### config.mk
export PLATFORM = sky130hd
export DESIGN_NAME = traffic_light_ctrl
export DESIGN_NICKNAME = d
export VERILOG_FILES = /design/src/rtl/traffic_pkg.sv /design/src/rtl/traffic_light_ctrl.sv
export SDC_FILE = /design/constraint.sdc
export NUM_CORES = 1
export LEC_CHECK = 0
export CAP_MARGIN = 20
export CORE_AREA = 4 4 41 43
export CTS_CLUSTER_DIAMETER = 100
export CTS_CLUSTER_SIZE = 20
export DETAILED_ROUTE_END_ITERATION = 10
export DIE_AREA = 0 0 45 47
export DONT_BUFFER_PORTS = 1
export GPL_ROUTABILITY_DRIVEN = 0
export HOLD_SLACK_MARGIN = 0.15
export SYNTH_ARGS = -nofsm -noshare
export SYNTH_HDL_FRONTEND = slang
export SYNTH_SLANG_ARGS = --single-unit
### constraint.sdc
create_clock -name clk -period 1.75 [get_ports clk]
set_clock_uncertainty 0.15 [all_clocks]
set_input_delay 0.2625 -clock clk [delete_from_list [all_inputs] [get_ports clk]]
set_output_delay 0.2625 -clock clk [all_outputs]
set_load 0.005 [all_outputs]
### src/rtl/traffic_pkg.sv
// Shared definitions for the two-road traffic light controller:
// state encoding and a compile-time helper for sizing the phase counter.
package traffic_pkg;

   typedef enum logic [2:0] {
      NS_G = 3'd0,
      NS_Y = 3'd1,
      AR1  = 3'd2,
      EW_G = 3'd3,
      EW_Y = 3'd4,
      AR2  = 3'd5
   } state_t;

   // Largest of the four phase durations, used to size the tick counter.
   function automatic int unsigned max_dur(input int unsigned a, input int unsigned b,
                                           input int unsigned c, input int unsigned d);
      int unsigned m;
      m = a;
      if (b > m) m = b;
      if (c > m) m = c;
      if (d > m) m = d;
      return m;
   endfunction

endpackage

### src/rtl/traffic_light_ctrl.sv
// Tick-driven NS/EW traffic light sequencer with a pedestrian walk request
// that stretches the next all-red phase and lights the walk lamp during it.
module traffic_light_ctrl
   import traffic_pkg::*;
#(
   parameter int unsigned GREEN_TICKS  = 32'd5,
   parameter int unsigned YELLOW_TICKS = 32'd2,
   parameter int unsigned ALLRED_TICKS = 32'd1,
   parameter int unsigned PED_TICKS    = 32'd3
) (
   input  logic       clk,
   input  logic       rst,
   input  logic       tick,
   input  logic       ped_req,
   output logic       ns_g,
   output logic       ns_y,
   output logic       ns_r,
   output logic       ew_g,
   output logic       ew_y,
   output logic       ew_r,
   output logic       walk,
   output logic [2:0] phase
);

   localparam int unsigned MAX_DUR = max_dur(GREEN_TICKS, YELLOW_TICKS, ALLRED_TICKS, PED_TICKS);
   localparam int          CNT_W   = (MAX_DUR > 32'd1) ? $clog2(MAX_DUR) : 1;

   state_t           state_r;
   state_t           state_nxt_s;
   logic [CNT_W-1:0] cnt_r;
   logic [CNT_W-1:0] dur_m1_s;
   logic             ped_pend_r;
   logic             walk_r;
   logic             last_tick_s;
   logic             enter_ar_s;
   logic             leave_ar_s;
   logic             enter_walk_s;

   // Final count of the current phase; an all-red phase entered as a walk phase runs long.
   always_comb begin
      dur_m1_s = CNT_W'(GREEN_TICKS - 32'd1);
      case (state_r)
         NS_G, EW_G: dur_m1_s = CNT_W'(GREEN_TICKS - 32'd1);
         NS_Y, EW_Y: dur_m1_s = CNT_W'(YELLOW_TICKS - 32'd1);
         AR1, AR2: begin
            if (walk_r) dur_m1_s = CNT_W'(PED_TICKS - 32'd1);
            else        dur_m1_s = CNT_W'(ALLRED_TICKS - 32'd1);
         end
         default:    dur_m1_s = CNT_W'(GREEN_TICKS - 32'd1);
      endcase
   end

   // Phase-boundary events derived from the counter and current state.
   always_comb begin
      last_tick_s  = 1'b0;
      enter_ar_s   = 1'b0;
      leave_ar_s   = 1'b0;
      enter_walk_s = 1'b0;
      if (tick && (cnt_r == dur_m1_s)) begin
         last_tick_s  = 1'b1;
         enter_ar_s   = (state_r == NS_Y) || (state_r == EW_Y);
         leave_ar_s   = (state_r == AR1) || (state_r == AR2);
         enter_walk_s = enter_ar_s && (ped_pend_r || ped_req);
      end else begin
         last_tick_s  = 1'b0;
      end
   end

   // State register.
   always_ff @(posedge clk or posedge rst) begin
      if (rst) state_r <= NS_G;
      else     state_r <= state_nxt_s;
   end

   // Next-state: advance around the fixed ring on the last tick of a phase.
   always_comb begin
      state_nxt_s = state_r;
      if (last_tick_s) begin
         case (state_r)
            NS_G:    state_nxt_s = NS_Y;
            NS_Y:    state_nxt_s = AR1;
            AR1:     state_nxt_s = EW_G;
            EW_G:    state_nxt_s = EW_Y;
            EW_Y:    state_nxt_s = AR2;
            AR2:     state_nxt_s = NS_G;
            default: state_nxt_s = NS_G;
         endcase
      end else begin
         state_nxt_s = state_r;
      end
   end

   // Tick counter plus pedestrian latch; a request on the walk-entry cycle is absorbed.
   always_ff @(posedge clk or posedge rst) begin
      if (rst) begin
         cnt_r      <= '0;
         ped_pend_r <= 1'b0;
         walk_r     <= 1'b0;
      end else begin
         if (last_tick_s)  cnt_r <= '0;
         else if (tick)    cnt_r <= cnt_r + CNT_W'(1);

         if (enter_walk_s) ped_pend_r <= 1'b0;
         else if (ped_req) ped_pend_r <= 1'b1;

         if (enter_walk_s)    walk_r <= 1'b1;
         else if (leave_ar_s) walk_r <= 1'b0;
      end
   end

   // Moore lamp decode from the state register.
   always_comb begin
      ns_g = 1'b0;
      ns_y = 1'b0;
      ns_r = 1'b0;
      ew_g = 1'b0;
      ew_y = 1'b0;
      ew_r = 1'b0;
      case (state_r)
         NS_G:    begin ns_g = 1'b1; ew_r = 1'b1; end
         NS_Y:    begin ns_y = 1'b1; ew_r = 1'b1; end
         EW_G:    begin ns_r = 1'b1; ew_g = 1'b1; end
         EW_Y:    begin ns_r = 1'b1; ew_y = 1'b1; end
         AR1, AR2: begin ns_r = 1'b1; ew_r = 1'b1; end
         default: begin ns_r = 1'b1; ew_r = 1'b1; end
      endcase
      walk  = walk_r;
      phase = state_r;
   end

endmodule

==> results of run 1 <==
[power by group through the flow]
stage,registers [W],logic (W),clock network [W]
2_1_floorplan,0.000360,0.000629,0
3_3_place_gp,0.000386,0.000919,0
3_5_place_dp,0.000390,0.000934,0
4_1_cts,0.000406,0.00106,0.000155
5_1_grt,0.000425,0.00122,0.000167
6_report,0.000410,0.00113,0.000150
[cell type report]
cell class / instances / area (um^2) / share of cell area, %
multi-input cells: 47 / 385 / 46.2
clock buffers: 3 / 22.5 / 2.70
well taps: 15 / 18.8 / 2.25
flip-flops and latches: 8 / 203 / 24.3
inverters: 5 / 21.3 / 2.55
repair buffers: 22 / 184 / 22.0
[per-stage QoR]
stage,instance area (um^2),TNS [ns]
floorplan,577,-0.105
global placement,689,-0.0447
detailed placement,689,-0.0969
CTS,803,-0.0349
global route,835,-0.544
finish,835,-0.0564
[registers in the layout (all words and copies together) (netlist names)]
name,count
phase,3
cnt_r,3
ped_pend_r,1
walk,1
[cells by family (layout without fill, tap and decap cells)]
kind of cell,count (synthesis),count (layout)
flip-flops,8,8
AND/OR/NAND/NOR,25,25
multiplexers,1,1
buffers and inverters,8,30
XOR/XNOR,5,5
adder cells (fa/ha/maj),1,1
AO/OA/AOI/OAI,15,15
[worst max-delay path by stage]
stage                  start  slack, ns        to
floorplan           phase[0]      -0.06  phase[0]
global placement    phase[1]      -0.03  phase[1]
detailed placement  phase[2]      -0.06  phase[1]
CTS                 phase[2]      -0.03  phase[1]
global route        phase[0]       -0.1  phase[1]
finish              phase[0]      -0.04  phase[1]
[synthesized netlist by cell type (2+ instances only)]
library cell	instances	area [um^2]
nor2_1	6	22.5
o21ai_1	5	25.0
o211ai_1	2	15.0
inv_1	5	18.8
nand2_1	5	18.8
a21oi_1	3	15.0
nor3_1	2	10.0
or4_1	2	15.0
xnor2_1	4	35.0
buf_6	2	22.5
dfrtp_1	8	200
nand2b_1	2	12.5
[layer usage]
metal / share of wire, % / vias up / wire, um
li1: - / 265 / -
met1: 45 / 250 / 661
met2: 49 / 11 / 719
met3: 4.1 / 3 / 59
met4: 1.2 / 0 / 17
met5: 0 / - / 0
[critical path, delay by kind of cell (launching register included)]
family | cells | cell delay (ns)
compound gates | 2 | 0.40
flops | 1 | 0.46
simple gates | 3 | 0.72
[timing repair]
action / CTS / global route
hold buffers: 3 / 0
hold endpoints to repair: 12 / 0
gates resized for setup: 11 / 7
endpoints found under the setup margin: 8 / 11
buffers inserted: 1 / 1
pin swaps: 3 / 4
[placed cells by master, fill, tap and decap left out, drive strengths merged]
master | netlist | routed
and3b | 1 | 1
nor3b | 1 | 1
or4 | 2 | 2
dfrtp | 8 | 8
buf | 3 | 19
and3 | 1 | 1
a21oi | 3 | 3
nand3b | 1 | 1
nand2b | 2 | 2
xor2 | 1 | 1
o22ai | 1 | 1
nand4bb | 1 | 1
inv | 5 | 5
a31oi | 1 | 1
nor2 | 7 | 7
nand3 | 1 | 1
ha | 1 | 1
nor3 | 2 | 2
o311ai | 1 | 1
clkbuf | 0 | 3
nand2 | 5 | 5
or2 | 1 | 1
o211ai | 3 | 3
o21ai | 6 | 6
mux2 | 1 | 1
xnor2 | 4 | 4
dlygate4sd3 | 0 | 3
==> qor.csv, run 1 <==
metric;value;unit
status;finished, violations left;
violations in the final reports;negative setup slack;
layout cells sized above 1;42.4;%
largest family of logic cells by synthesized area;simple AND/OR/NAND/NOR gates;
Hold WC Path Type;in2async;
drt total wl;1460;um
Worst Setup Start Kind;flip-flop;
# DRC;0;
H-tree Lvls;1;
Final period util;102;%
half-perimeter wire length after detailed placement;1030;um
clk_lat worst skew;0.26;ns
FF+latch count, synth;8;
Core ar.;1300;um^2
IO Count;14;
Chip Height;47;um
Hold Vio Cnt, Final;0;
FILL cells;115;
LEAKAGE;0.345;nW
Arrival @ worst endpoint;1.84;ns
diode count;0;
vias in the first global route;481;
Post-synth EDFFs;0;
RSZ-0062 raised after global routing;true;
CTS Buf Count;3;
Setup WS pre-CTS;-0.0579;ns
xor-xnor portion of the synthesized cell area;7.69;%
met2 Track Usage GR;24.6;%
Post-Synth Simple-Gate Area;25.1;%
switch share;44.2;%
row cnt;13;
placed cell count;92;
Logic pwr share;66.9;%
vias per cell;5.29;
Post-Synth Adder-Cell Area;2.20;%
r2r endpoint;phase[1];
antenna violations before repair;0;
kind of end point of the critical path;flip-flop;
Critical R2R Launch;phase[0];
Max Cap Viol;0;
# nets final;92;
critical path's largest stage delay;0.46;ns
Pins Over Slew Limit;0;
CP max stage cell;dfrtp_2;
gr busiest metal;met2;
gr usage total;15.0;%
sw power;0.000748;W
synth unique cells;29;
final setup vio count;3;
worst-case reg-to-reg path depth;5;
Synth Area in Compound Gates;19.3;%
DRT Pass-1 Iters;4;
first-pass GRT wire length;2240;um
ys async rst share;100;%
Pint;0.000943;W
Worst EP required;1.80;ns
hold_ws;0.240;ns
clock period minus worst slack;1.79;ns
final non-filler cell total;100;
CTS Buffer Depth;2;
met1 Use GR;18.7;%
Syn Area/Cell;9.04;um^2
Max Freq;560;MHz
Critical Path Fanout Max;8;
Worst Tran Pin Value;0.318;ns
vias post-DR;529;
root buf cell;clkbuf_4;
Critical Setup Path Class;reg2reg;
r2r setup slk;-0.04;ns
Layout Utilization;64.1;%
Synth Flop Type;dfrtp_1;
final setup margin;-0.0370;ns
CTS sink count;8;
grt met3 use;4.60;%
Port Buffers;0;
post-synthesis mux area share;1.98;%
wire per inst;14.6;um
register area share after synthesis;35.2;%
Pwr Density;2030;nW/um^2
Worst-path clk slew;0.06;ns
cells after synthesis;63;
Clk network pwr share;8.9;%
Initial Util;43.8;%
DIE WIDTH;45;um
Flop pwr share;24.2;%
Syn. warnings;0;
die area;2120;um^2
total power;0.00169;W
post-synthesis cell area;569;um^2
largest net degree at the start of global routing;9;
peak supply drop;1050;uV
TritonCTS clock tree;built;
Slew Limit Headroom;78.8;%
First DRT Iteration DRCs;7;
cell chain of the critical path;and3b_1 -> o211ai_1 -> o211ai_4 -> or4_1 -> nand3b_1;
Layout area overhead;46.6;%
ANT nets after route;0;
total grt overflow;0;
syn_nets;68;
No activity file was read; power rests on OpenSTA's default activity.
==> run 2: changes to the inputs <==
Settings changed: SKIP_LAST_GASP from default to 1.
==> qor.csv, run 2 (same netlist as run 1, synthesis figures left out) <==
metric;value;unit;change
first-pass GRT wire length;2240;um;unchanged
Core ar.;1300;um^2;unchanged
wire per inst;14.2;um;-2.4%
status;finished, violations left;;
final non-filler cell total;100;;unchanged
Hold WC Path Type;in2async;;
RSZ-0062 raised after global routing;true;;
ANT nets after route;0;;unchanged
total grt overflow;0;;unchanged
half-perimeter wire length after detailed placement;1030;um;unchanged
Chip Height;47;um;unchanged
DIE WIDTH;45;um;unchanged
violations in the final reports;negative setup slack;;
worst-case reg-to-reg path depth;5;;unchanged
TritonCTS clock tree;built;;
LEAKAGE;0.343;nW;-0.73%
First DRT Iteration DRCs;10;;+3
kind of end point of the critical path;flip-flop;;
vias in the first global route;482;;+0.21%
IO Count;14;;unchanged
Critical Path Fanout Max;8;;unchanged
Worst EP required;1.79;ns;about the same
# DRC;0;;unchanged
Top delay family on crit path;simple AND/OR/NAND/NOR gates;;
antenna violations before repair;0;;unchanged
vias post-DR;537;;+1.5%
cell chain of the critical path;and3b_1 -> o211ai_1 -> o211ai_4 -> or4_1 -> nand3b_1;;
CTS Buffer Depth;2;;unchanged
Worst Setup Start Kind;flip-flop;;
Slew Limit Headroom;78.6;%;-0.18 points
Layout Utilization;63.4;%;-0.77 points
Flop pwr share;24.7;%;+0.5 points
Pint;0.000934;W;-1.0%
Crit path buffers/inverters;0;;unchanged
# nets final;92;;unchanged
Worst-path clk slew;0.06;ns;about the same
diode count;0;;unchanged
CTS sink count;8;;unchanged
placed cell count;92;;unchanged
Pwr Density;2010;nW/um^2;-0.61%
final setup vio count;3;;unchanged
FILL cells;117;;+1.7%
drt total wl;1420;um;-2.4%
Max Freq;559;MHz;about the same
CTS Buf Count;3;;unchanged
Logic pwr share;66.4;%;-0.5 points
largest net degree at the start of global routing;9;;unchanged
Arrival @ worst endpoint;1.83;ns;about the same
Max Cap Viol;0;;unchanged
commonest cells after routing, fill and taps aside;buf_4, dfrtp_1, inv_1, nand2_1, o21ai_1;;
r2r setup slk;-0.04;ns;about the same
Hold Vio Cnt, Final;0;;unchanged
final setup margin;-0.0378;ns;-0.000881 ns
die area;2120;um^2;unchanged
Critical Setup Path Class;reg2reg;;
DRT Pass-1 Iters;4;;unchanged
root buf cell;clkbuf_4;;
switch share;43.8;%;-0.45 points
H-tree Lvls;1;;unchanged
Final period util;102;%;about the same
row cnt;13;;unchanged
Initial Util;43.8;%;unchanged
sw power;0.000727;W;-2.8%
layout cells sized above 1;42.4;%;unchanged
clock period minus worst slack;1.79;ns;+0.000881 ns
Pins Over Slew Limit;0;;unchanged
peak supply drop;1000;uV;-4.3%
critical path's largest stage delay;0.46;ns;about the same
gr usage total;15.0;%;unchanged
CP max stage cell;dfrtp_2;;
clk_lat worst skew;0.26;ns;about the same
commonest non-fill, non-tap cell in the layout;buf_4;;
Critical R2R Launch;phase[0];;
r2r endpoint;phase[1];;
vias per cell;5.37;;+1.5%
Worst Tran Pin Value;0.320;ns;+0.00242 ns
Layout area overhead;44.8;%;
Clk network pwr share;8.9;%;about the same
Port Buffers;0;;unchanged
-- run 2: cell counts in the layout (fill, tap and decap cells not counted) --
Identical to the previous run, type by type.
-- run 2: worst max path at each step --
stage	endpoint	cells after the start	slack (ns)	startpoint
floorplan	phase[0]	6	-0.06	phase[0]
global placement	phase[1]	5	-0.03	phase[1]
detailed placement	phase[1]	6	-0.06	phase[2]
CTS	phase[1]	6	-0.03	phase[2]
global route	phase[1]	5	-0.1	phase[0]
finish	phase[1]	5	-0.04	phase[0]
-- run 2: area by class of cell --
cell class                      instances  area, um^2  area share (%)
Tap cell                               15        18.8            2.28
Timing Repair Buffer                   22         176            21.4
Multi-Input combinational cell         47         385            46.7
Sequential cell                         8         203            24.6
Clock buffer                            3        22.5            2.73
Inverter                                5        18.8            2.28
-- run 2: what timing repair did --
item                                   4_1_cts  5_1_grt
hold buffers                                 3        0
setup endpoints to repair                    8       11
endpoints found under the hold margin       12        0
buffers inserted                             1        1
pin swaps                                    2        5
resized for setup                           11        3
-- run 2: power groups by stage --
stage	Combinational (W)	Sequential (W)	Clock, W
finish	0.00110	0.000410	0.000148
global route	0.00119	0.000425	0.000166
CTS	0.00106	0.000406	0.000155
detailed placement	0.000934	0.000390	0
global placement	0.000919	0.000386	0
floorplan	0.000629	0.000360	0
-- run 2: routing by layer --
metal	vias up	track usage, %	wire, um
li1	267	-	-
met3	2	4.60	51
met2	14	24.6	717
met1	254	18.7	643
met4	0	5.26	9
met5	-	0	0
-- run 2: per-stage QoR --
stage                     hold WS (ns)  area (um^2)  TNS, ns  setup WS (ns)  power [W]
after floorplan                -0.0718          577   -0.105        -0.0608   0.000989
after global placement         -0.0247          689  -0.0447        -0.0297    0.00131
after detailed placement       -0.0222          689  -0.0969        -0.0579    0.00132
after CTS                        0.250          803  -0.0542        -0.0298    0.00162
after global routing             0.266          825   -0.579        -0.0957    0.00178
final                            0.245          825  -0.0543        -0.0378    0.00166
==> run 3: changes to the inputs <==
Settings changed: CORE_AREA 4 4 41 43 to default, CORE_MARGIN from default to 4, CORE_UTILIZATION from default to 30, DIE_AREA 0 0 45 47 to default, RECOVER_POWER from default to 25.
==> qor.csv, run 3 (same netlist as run 1, synthesis figures left out) <==
metric;value;unit;change
Slew Limit Headroom;77.5;%;-1.1 points
H-tree Lvls;1;;unchanged
root buf cell;clkbuf_4;;
layout cells sized above 1;41.7;%;-0.69 points
Critical Path Fanout Max;8;;unchanged
Pwr Density;1980;nW/um^2;-1.8%
gr usage total;12.0;%;-3.0 points
total power;0.00158;W;-4.6%
clk_lat worst skew;0.26;ns;about the same
vias in the first global route;528;;+9.5%
final setup margin;-0.0468;ns;-0.00894 ns
wire per inst;13.2;um;-6.9%
# nets final;91;;-1.1%
Worst EP required;1.79;ns;about the same
r2r setup slk;-0.05;ns;about the same
# DRC;0;;unchanged
status;finished, violations left;;
TritonCTS clock tree;built;;
vias post-DR;558;;+3.9%
peak supply drop;769;uV;-23%
violations in the final reports;negative setup slack;;
Core ar.;1760;um^2;+36%
clock period minus worst slack;1.80;ns;+0.00894 ns
Worst Setup Start Kind;flip-flop;;
Pins Over Slew Limit;0;;unchanged
Max Freq;557;MHz;-0.50%
Hold Vio Cnt, Final;0;;unchanged
Chip Height;51.6;um;+9.7%
vias per cell;5.12;;-4.7%
antenna violations before repair;0;;unchanged
Setup WS pre-CTS;-0.0619;ns;-0.00401 ns
Port Buffers;0;;unchanged
Worst Tran Pin Value;0.336;ns;+0.0161 ns
Hold WC Path Type;in2async;;
IO Count;14;;unchanged
total grt overflow;0;;unchanged
largest net degree at the start of global routing;9;;unchanged
LEAKAGE;0.329;nW;-3.9%
CTS Buffer Depth;2;;unchanged
First DRT Iteration DRCs;7;;-3
setup_tns;-0.0692;ns;-0.0149 ns
fin area;801;um^2;-2.9%
DIE WIDTH;51.6;um;+15%
commonest cells after routing, fill and taps aside;buf_4, nand2_1, o21ai_1, dfrtp_1;;
kind of end point of the critical path;flip-flop;;
placed instance area;694;um^2;+0.73%
Worst-path clk slew;0.06;ns;about the same
CTS sink count;8;;unchanged
final setup vio count;3;;unchanged
drt total wl;1440;um;+1.5%
Layout area overhead;40.7;%;
RSZ-0062 raised after global routing;true;;
Max Cap Viol;0;;unchanged
ANT nets after route;0;;unchanged
half-perimeter wire length after detailed placement;1060;um;+2.9%
row cnt;15;;+2
Critical R2R Launch;phase[2];;
Initial Util;32.3;%;-11 points
CP Launch Point;phase[2];;
commonest non-fill, non-tap cell in the layout;buf_4;;
Arrival @ worst endpoint;1.84;ns;about the same
Critical Setup Path Class;reg2reg;;
DRT Pass-1 Iters;4;;unchanged
first-pass GRT wire length;2250;um;+0.31%
CTS Buf Count;3;;unchanged
die area;2660;um^2;+26%
diode count;0;;unchanged
Final period util;103;%;+0.51 points
-- run 3: worst max-delay path: stages, from the launching register on --
cell and delay (ns):
dfrtp_2 0.47, and3b_1 0.20, o211ai_1 0.26, o211ai_4 0.14, or4_1 0.42, nand3b_1 0.09
-- run 3: per-layer routing --
metal	GRT usage, %	vias to the layer above	part of all wire (%)
met5	0	-	0
met4	6.55	0	2.5
met3	4.58	5	7.1
met2	20.1	22	49
met1	13.0	266	42
li1	-	265	-
-- run 3: cell type report --
cell class,instances,area (um^2)
inverter,5,18.8
fill,183,963
multi-input combinational,47,352
tap,25,31.3
sequential,8,204
clock buffer,3,22.5
timing repair buffer,21,173
-- run 3: stage by stage --
| stage | instances | util [%] | hold slack (ns) |
|---|---|---|---|
| 2_1_floorplan | 63 | - | -0.0718 |
| 3_3_place_gp | 101 | 39.4 | -0.0308 |
| 3_5_place_dp | 101 | 39.4 | -0.0246 |
| 4_1_cts | 108 | 44.0 | 0.250 |
| 5_1_grt | 109 | 45.4 | 0.280 |
| 6_report | 109 | 45.4 | 0.244 |
-- run 3: final timing paths --
path	endpoint	depth (start not counted)
max	phase[1]	5
min in group clk	cnt_r[0]	2
max reg2reg	phase[1]	5
max in group asynchronous	phase[0]	2
min reg2reg	cnt_r[0]	2
min	walk	2
-- run 3: what timing repair did --
| item | in CTS | in global routing |
|---|---|---|
| buffers inserted | 1 | 1 |
| pin swaps | 2 | 3 |
| hold endpoints to repair | 12 | 0 |
| endpoints found under the setup margin | 8 | 11 |
| hold buffers | 3 | 0 |
| gates resized for setup | 8 | 5 |
-- run 3: power by group --
group / leakage [nW] / internal (W) / switching, W / total [W]
Clock: 0.0138 / 0.0000786 / 0.0000640 / 0.000143
Combinational: 0.227 / 0.000548 / 0.000495 / 0.00104
Sequential: 0.0882 / 0.000280 / 0.000118 / 0.000398
Total: 0.329 / 0.000907 / 0.000677 / 0.00158
